<file path="config.mk">
export PLATFORM = sky130hd
export DESIGN_NAME = vga_timing_gen
export DESIGN_NICKNAME = d
export VERILOG_FILES = /design/src/rtl/vga_timing_pkg.sv /design/src/rtl/vga_axis_cnt.sv /design/src/rtl/vga_timing_gen.sv
export SDC_FILE = /design/constraint.sdc
export NUM_CORES = 1
export LEC_CHECK = 0
export CELL_PAD_IN_SITES_DETAIL_PLACEMENT = 2
export CELL_PAD_IN_SITES_GLOBAL_PLACEMENT = 2
export CORE_UTILIZATION = 33
export DETAILED_ROUTE_END_ITERATION = 10
export GPL_ROUTABILITY_DRIVEN = 0
export PLACE_DENSITY_LB_ADDON = 0.1
export SLEW_MARGIN = 5
export SYNTH_ARGS = -nofsm -noshare
export SYNTH_HDL_FRONTEND = slang
export SYNTH_SLANG_ARGS = --single-unit
</file>
<file path="constraint.sdc">
create_clock -name vga_clk -period 2.35 [get_ports vga_clk]
set_input_delay 0.3525 -clock vga_clk [delete_from_list [all_inputs] [get_ports vga_clk]]
set_output_delay 0.3525 -clock vga_clk [all_outputs]
set_load 0.02 [all_outputs]
</file>
<file path="src/rtl/vga_timing_pkg.sv">
// Shared phase encoding, coordinate widths and standard VESA timing sets for the
// VGA timing generator and its per-axis counters.
package vga_timing_pkg;

   localparam int H_W = 11;
   localparam int V_W = 10;

   typedef enum logic [1:0] {
      PH_SYNC,
      PH_BACK,
      PH_ACTIVE,
      PH_FRONT
   } phase_e;

   typedef struct packed {
      logic hs;
      logic vs;
      logic de;
      logic line_start;
      logic frame_start;
   } ctrl_t;

   // 800x600 @ 60 Hz, 40 MHz pixel clock
   localparam int SVGA_H_SYNC = 128, SVGA_H_BACK = 88, SVGA_H_ACTIVE = 800, SVGA_H_FRONT = 40;
   localparam int SVGA_V_SYNC = 4,   SVGA_V_BACK = 23, SVGA_V_ACTIVE = 600, SVGA_V_FRONT = 1;

   // 640x480 @ 60 Hz, 25.175 MHz pixel clock
   localparam int VGA_H_SYNC = 96, VGA_H_BACK = 48, VGA_H_ACTIVE = 640, VGA_H_FRONT = 16;
   localparam int VGA_V_SYNC = 2,  VGA_V_BACK = 33, VGA_V_ACTIVE = 480, VGA_V_FRONT = 10;

   // 1024x768 @ 60 Hz, 65 MHz pixel clock
   localparam int XGA_H_SYNC = 136, XGA_H_BACK = 160, XGA_H_ACTIVE = 1024, XGA_H_FRONT = 24;
   localparam int XGA_V_SYNC = 6,   XGA_V_BACK = 29,  XGA_V_ACTIVE = 768,  XGA_V_FRONT = 3;

   function automatic int cnt_width(input int total);
      return (total < 2) ? 1 : $clog2(total);
   endfunction

endpackage

</file>
<file path="src/rtl/vga_axis_cnt.sv">
// One timing axis: a position counter plus its SYNC/BACK/ACTIVE/FRONT phase machine.
// Exposes next-state values so the top can register outputs with zero lag.
module vga_axis_cnt
   import vga_timing_pkg::*;
#(
   parameter int SYNC   = 1,
   parameter int BACK   = 1,
   parameter int ACTIVE = 1,
   parameter int FRONT  = 1,
   parameter int W      = cnt_width(SYNC + BACK + ACTIVE + FRONT)
) (
   input  logic         clk,
   input  logic         rst,
   input  logic         step,
   output logic [W-1:0] cnt_d,
   output phase_e       ph_d,
   output logic         wrap,
   output logic         done
);

   localparam logic [W-1:0] END_SYNC   = W'(SYNC - 1);
   localparam logic [W-1:0] END_BACK   = W'(SYNC + BACK - 1);
   localparam logic [W-1:0] END_ACTIVE = W'(SYNC + BACK + ACTIVE - 1);
   localparam logic [W-1:0] LAST       = W'(SYNC + BACK + ACTIVE + FRONT - 1);

   logic [W-1:0] cnt_q;
   phase_e       ph_q;
   logic         ph_end;
   phase_e       ph_next;

   assign wrap = (cnt_q == LAST);
   assign done = step & wrap;

   // NOTE: every combinational output gets a default first so no path infers a latch.
   always_comb begin
      cnt_d   = cnt_q;
      ph_d    = ph_q;
      ph_end  = 1'b0;
      ph_next = ph_q;
      case (ph_q)
         PH_SYNC:   begin ph_end = (cnt_q == END_SYNC);   ph_next = PH_BACK;   end
         PH_BACK:   begin ph_end = (cnt_q == END_BACK);   ph_next = PH_ACTIVE; end
         PH_ACTIVE: begin ph_end = (cnt_q == END_ACTIVE); ph_next = PH_FRONT;  end
         default:   begin ph_end = wrap;                  ph_next = PH_SYNC;   end
      endcase
      if (step) begin
         cnt_d = wrap ? '0 : cnt_q + W'(1);
         if (ph_end) ph_d = ph_next;
      end
   end

   // NOTE: state flops use non-blocking assignments so all flops sample pre-edge values.
   always_ff @(posedge clk or posedge rst) begin
      if (rst) begin
         cnt_q <= '0;
         ph_q  <= PH_SYNC;
      end else begin
         cnt_q <= cnt_d;
         ph_q  <= ph_d;
      end
   end

endmodule

</file>
<file path="src/rtl/vga_timing_gen.sv">
// VGA sync/blanking timing generator with registered, zero-lag outputs.
// Define VGA_TIMING_PIPE_EN to delay the sync/de/pulse controls by one extra stage.
module vga_timing_gen
   import vga_timing_pkg::*;
#(
   parameter int H_SYNC   = SVGA_H_SYNC,
   parameter int H_BACK   = SVGA_H_BACK,
   parameter int H_ACTIVE = SVGA_H_ACTIVE,
   parameter int H_FRONT  = SVGA_H_FRONT,
   parameter int V_SYNC   = SVGA_V_SYNC,
   parameter int V_BACK   = SVGA_V_BACK,
   parameter int V_ACTIVE = SVGA_V_ACTIVE,
   parameter int V_FRONT  = SVGA_V_FRONT,
   parameter bit SYNC_POL = 1'b0
) (
   input  logic           vga_clk,
   input  logic           reset,
   input  logic           timing_en,
   output logic           vga_hs,
   output logic           vga_vs,
   output logic           de,
   output logic [H_W-1:0] pix_x,
   output logic [V_W-1:0] pix_y,
   output logic           line_start,
   output logic           frame_start
);

   localparam int HW = cnt_width(H_SYNC + H_BACK + H_ACTIVE + H_FRONT);
   localparam int VW = cnt_width(V_SYNC + V_BACK + V_ACTIVE + V_FRONT);
   localparam logic [HW-1:0] X0 = HW'(H_SYNC + H_BACK);
   localparam logic [VW-1:0] Y0 = VW'(V_SYNC + V_BACK);
   localparam ctrl_t CTRL_RST = '{hs: ~SYNC_POL, vs: ~SYNC_POL, de: 1'b0,
                                  line_start: 1'b0, frame_start: 1'b0};

   logic           started_q, started_d;
   logic           h_step, h_wrap, h_done, v_wrap, v_done;
   logic [HW-1:0]  h_d;
   logic [VW-1:0]  v_d;
   phase_e         h_ph_d, v_ph_d;
   ctrl_t          ctrl_q, ctrl_d, ctrl_out;
   logic [H_W-1:0] pix_x_q, pix_x_d;
   logic [V_W-1:0] pix_y_q, pix_y_d;

   // The first enabled edge after reset presents (0,0) instead of advancing past it.
   assign h_step = timing_en & started_q;

   vga_axis_cnt #(.SYNC(H_SYNC), .BACK(H_BACK), .ACTIVE(H_ACTIVE), .FRONT(H_FRONT), .W(HW)) u_h_axis (
      .clk(vga_clk), .rst(reset), .step(h_step),
      .cnt_d(h_d), .ph_d(h_ph_d), .wrap(h_wrap), .done(h_done)
   );

   vga_axis_cnt #(.SYNC(V_SYNC), .BACK(V_BACK), .ACTIVE(V_ACTIVE), .FRONT(V_FRONT), .W(VW)) u_v_axis (
      .clk(vga_clk), .rst(reset), .step(h_done),
      .cnt_d(v_d), .ph_d(v_ph_d), .wrap(v_wrap), .done(v_done)
   );

   always_comb begin
      started_d              = started_q | timing_en;
      ctrl_d                 = ctrl_q;
      ctrl_d.line_start      = 1'b0;
      ctrl_d.frame_start     = 1'b0;
      pix_x_d                = pix_x_q;
      pix_y_d                = pix_y_q;
      if (timing_en) begin
         ctrl_d.hs          = (h_ph_d == PH_SYNC) ? SYNC_POL : ~SYNC_POL;
         ctrl_d.vs          = (v_ph_d == PH_SYNC) ? SYNC_POL : ~SYNC_POL;
         ctrl_d.de          = (h_ph_d == PH_ACTIVE) && (v_ph_d == PH_ACTIVE);
         ctrl_d.line_start  = ~started_q | h_wrap;
         ctrl_d.frame_start = ~started_q | (v_done & v_wrap);
         pix_x_d            = ctrl_d.de ? H_W'(h_d - X0) : '0;
         pix_y_d            = ctrl_d.de ? V_W'(v_d - Y0) : '0;
      end
   end

   always_ff @(posedge vga_clk or posedge reset) begin
      if (reset) begin
         started_q <= 1'b0;
         ctrl_q    <= CTRL_RST;
         pix_x_q   <= '0;
         pix_y_q   <= '0;
      end else begin
         started_q <= started_d;
         ctrl_q    <= ctrl_d;
         pix_x_q   <= pix_x_d;
         pix_y_q   <= pix_y_d;
      end
   end

`ifdef VGA_TIMING_PIPE_EN
   ctrl_t ctrl_p_q, ctrl_p_d;

   // Controls trail the coordinates by one clock to match a 1-clock character ROM.
   always_comb begin
      ctrl_p_d             = ctrl_p_q;
      ctrl_p_d.line_start  = 1'b0;
      ctrl_p_d.frame_start = 1'b0;
      if (timing_en) ctrl_p_d = ctrl_q;
   end

   always_ff @(posedge vga_clk or posedge reset) begin
      if (reset) ctrl_p_q <= CTRL_RST;
      else       ctrl_p_q <= ctrl_p_d;
   end

   assign ctrl_out = ctrl_p_q;
`else
   assign ctrl_out = ctrl_q;
`endif

   assign vga_hs      = ctrl_out.hs;
   assign vga_vs      = ctrl_out.vs;
   assign de          = ctrl_out.de;
   assign line_start  = ctrl_out.line_start;
   assign frame_start = ctrl_out.frame_start;
   assign pix_x       = pix_x_q;
   assign pix_y       = pix_y_q;

endmodule

</file>
==> out/qor.csv <==
stage;metric;value;unit
logic_synthesis;post-synth top area share;40.4;%
floorplan;Die W;98.9;um
logic_synthesis;sequential share of the synthesized area;42.1;%
layout;area grow syn2layout;42.2;%
timing;Layout Skew;0.0169;ns
power;Tot Pwr;2240;uW
placement;port buffer count;28;
setup_path;kind of critical path;reg2reg;
logic_synthesis;Post-synth top cells;dfrtp_1 (50), inv_1 (44), o22ai_1 (22);
setup_path;CP Depth;8;
clocking;Worst-Skew Late Latency;0.31;ns
routing;routed wire length;11400;um
timing;Final Max Slew Viols;0;
timing;final setup fails;21;
clocking;Root Driver;clkbuf_8;
setup_path;CP Launch Type;flop;
routing;DR vias/cell;5.42;
setup_path;reg2reg setup slack;-0.05;ns
routing;DR WL/cell;21.2;um
clocking;Clock Tree Buf Depth;2;
clocking;Max H-tree Level;2;
logic_synthesis;EDFF count, synth;0;
setup_path;CP Data Arrival Time;2.58;ns
floorplan;chip height;98.9;um
clocking;CTS tree;done;
floorplan;core area;9150;um^2
global_routing;Overflow after GRT;0;
timing;Final Hold Viols;0;
setup_path;FF-to-FF path depth;8;
outcome;status;finished, violations left;
global_routing;initial antenna violation count;0;
power;Pwr Density;508;nW/um^2
clocking;# hold bufs at CTS;0;
global_routing;most crowded layer after global routing;met2;
layout;antenna cells;0;
power;Lkg Pwr;0.00196;uW
logic_synthesis;dominant cells by area after synthesis;dfrtp_1 (40%), inv_1 (5.3%), ha_1 (4.8%), o22ai_1 (4.4%), xnor2_1 (3.4%);
logic_synthesis;YS warnings;0;
min_path;Hold WC Path Type;in2async;
clocking;TritonCTS Buffers;5;
floorplan;row count;35;
global_routing;Total GRT Usage;23.6;%
logic_synthesis;Distinct cells, synth;65;
routing;DRC Markers;0;
setup_path;Worst path slowest cell;or4b_4;
logic_synthesis;Yosys top cell by area;dfrtp_1;
outcome;failing checks;negative setup slack;
layout;fin nets;442;
global_routing;met3 Use GR;2.91;%
timing;worst-margin pin slew;0.418;ns
global_routing;met2 usage;44.6;%
setup_path;CP bufs+invs;1;
logic_synthesis;synthesized cell area;3100;um^2
setup_path;Setup crit end kind;flop;
logic_synthesis;most used flip-flop cell after synthesis;dfrtp_1;
setup_path;worst endpoint required time;2.53;ns
logic_synthesis;Syn Area/Cell;9.66;um^2
logic_synthesis;most common cell in the netlist;dfrtp_1;
setup_path;CP Max Fanout;5;
timing;RSZ-0062 raised after global routing;true;
global_routing;largest net degree at the start of global routing;28;
logic_synthesis;Async S/R FF share, synth;100;%
clocking;CTS sink cnt;52;
timing;setup ws final;-0.0485;ns
timing;Tcrit/Tclk final;102;%
routing;DR iter-0 viols;97;
floorplan;full die area;9790;um^2
floorplan;io pins;29;
placement;HPWL after detailed placement;7950;um
setup_path;terminus of the critical flop-to-flop path;pix_y[9];
setup_path;CP peak stage delay;0.62;ns
layout;share of layout cells above drive strength 1;33.4;%
global_routing;first-pass GRT wire length;17700;um
routing;drt pass-1 iters;4;
timing;Slew HR;71.8;%
setup_path;Top Family by Delay on Critical Path;simple AND/OR/NAND/NOR gates;
placement;Placed Cells;525;
routing;detailed-route via count;2919;
logic_synthesis;Mapped Cells;321;
floorplan;Initial Util;33.9;%
global_routing;met1 Use GR;27.2;%
logic_synthesis;syn_nets;336;
job;Max-Cap Viols;0;
setup_path;worst path cell trace;or4b_4, nor3_4, buf_4, o2111ai_1, a21oi_2, nand4_1, xor2_1, o22ai_2;
logic_synthesis;Synth Register Bits;52;
setup_path;Worst R2R Start;u_h_axis.cnt_q[7];
routing;antenna-violating nets left;0;
global_routing;vias in the first global route;3304;
clocking;Worst-path clk slew;0.10;ns
power;VDD IR-drop max;0.342;mV
timing;fin crit period;2.40;ns
layout;non-filler cells, final;539;
timing;total negative setup slack;-0.489;ns
timing;Fmax achieved;417;MHz
-- cell families (layout without fill, tap and decap cells) --
logic type | after synthesis | count (layout) | share of synthesized area [%]
adder cells (fa/ha/maj) | 12 | 12 | 4.84
AO/OA/AOI/OAI | 69 | 69 | 15.8
AND/OR/NAND/NOR | 100 | 100 | 19.9
XOR/XNOR | 24 | 24 | 6.78
flip-flops | 52 | 52 | 42.1
buffers and inverters | 59 | 166 | 8.88
multiplexers | 5 | 5 | 1.69
-- power breakdown --
| part | switching [uW] | total (uW) | leakage [uW] | internal, uW |
|---|---|---|---|---|
| sequential | 64.0 | 1010 | 0.000684 | 941 |
| combinational | 381 | 683 | 0.00123 | 302 |
| clock | 311 | 553 | 0.0000455 | 242 |
| total | 756 | 2240 | 0.00196 | 1480 |
-- area by class of cell --
type / instances / area (um^2)
Sequential cell: 52 / 1300
Clock buffer: 8 / 90.1
Fill cell: 957 / 4740
Multi-Input combinational cell: 210 / 1730
Timing Repair Buffer: 114 / 986
Inverter: 44 / 165
Tap cell: 111 / 139
-- state kept, by name (all words and copies together) (netlist names) --
signal / flops
u_v_axis.ph_q: 2
u_h_axis.cnt_q: 11
u_v_axis.cnt_q: 10
u_h_axis.ph_q: 2
pix_x: 11
de: 1
line_start: 1
frame_start: 1
pix_y: 10
vga_vs: 1
vga_hs: 1
started_q: 1
-- through the flow --
step	utilization [%]	setup slack [ns]	hold slack, ns	instance area, um^2
after global placement	44.2	-0.352	0.480	4050
after global routing	48.2	-0.157	0.410	4410
final	48.2	-0.0485	0.351	4410
after CTS	47.0	-0.0394	0.371	4300
after floorplan	-	0.00827	0.516	3100
after detailed placement	44.2	-0.398	0.510	4050
-- cells in the final DEF, fill, tap and decap left out, types with 3 or more instances in the layout --
master	count
clkbuf_8	6
o21ai_1	3
and4_1	5
o21ai_0	4
nor2_1	10
dfrtp_1	50
o22ai_2	5
ha_1	8
inv_1	43
buf_12	3
a21oi_1	8
nand3b_1	3
nor3_1	6
or3_4	3
nand2_1	20
nand3_1	11
clkdlybuf4s50_1	27
a21oi_2	4
o31ai_1	3
o22ai_1	18
xor2_1	12
nand4_1	6
buf_4	81
xnor2_1	12
nor4_1	3
-- metal layers --
metal  vias up  part of all wire (%)  routed length [um]
li1       1341                     -                   -
met1      1522                    41                4650
met2        36                    55                6230
met3        20                   2.0                 225
met4         0                   2.6                 298
met5         -                     0                   0
-- worst max-delay path by stage --
stage | start | endpoint
after floorplan | u_h_axis.cnt_q[6] | pix_y[9]
after global placement | timing_en | pix_y[8]
after detailed placement | timing_en | pix_y[9]
after CTS | u_h_axis.cnt_q[5] | pix_y[7]
after global routing | u_h_axis.cnt_q[7] | pix_y[9]
final | u_h_axis.cnt_q[7] | pix_y[9]
-- timing repair --
item                       in CTS  in global routing
setup endpoints to repair      23                 24
pin swaps                       9                  9
gates cloned                    1                  0
resized for setup              25                 16
setup buffers                   2                  3
No activity file was read; power rests on OpenSTA's default activity.
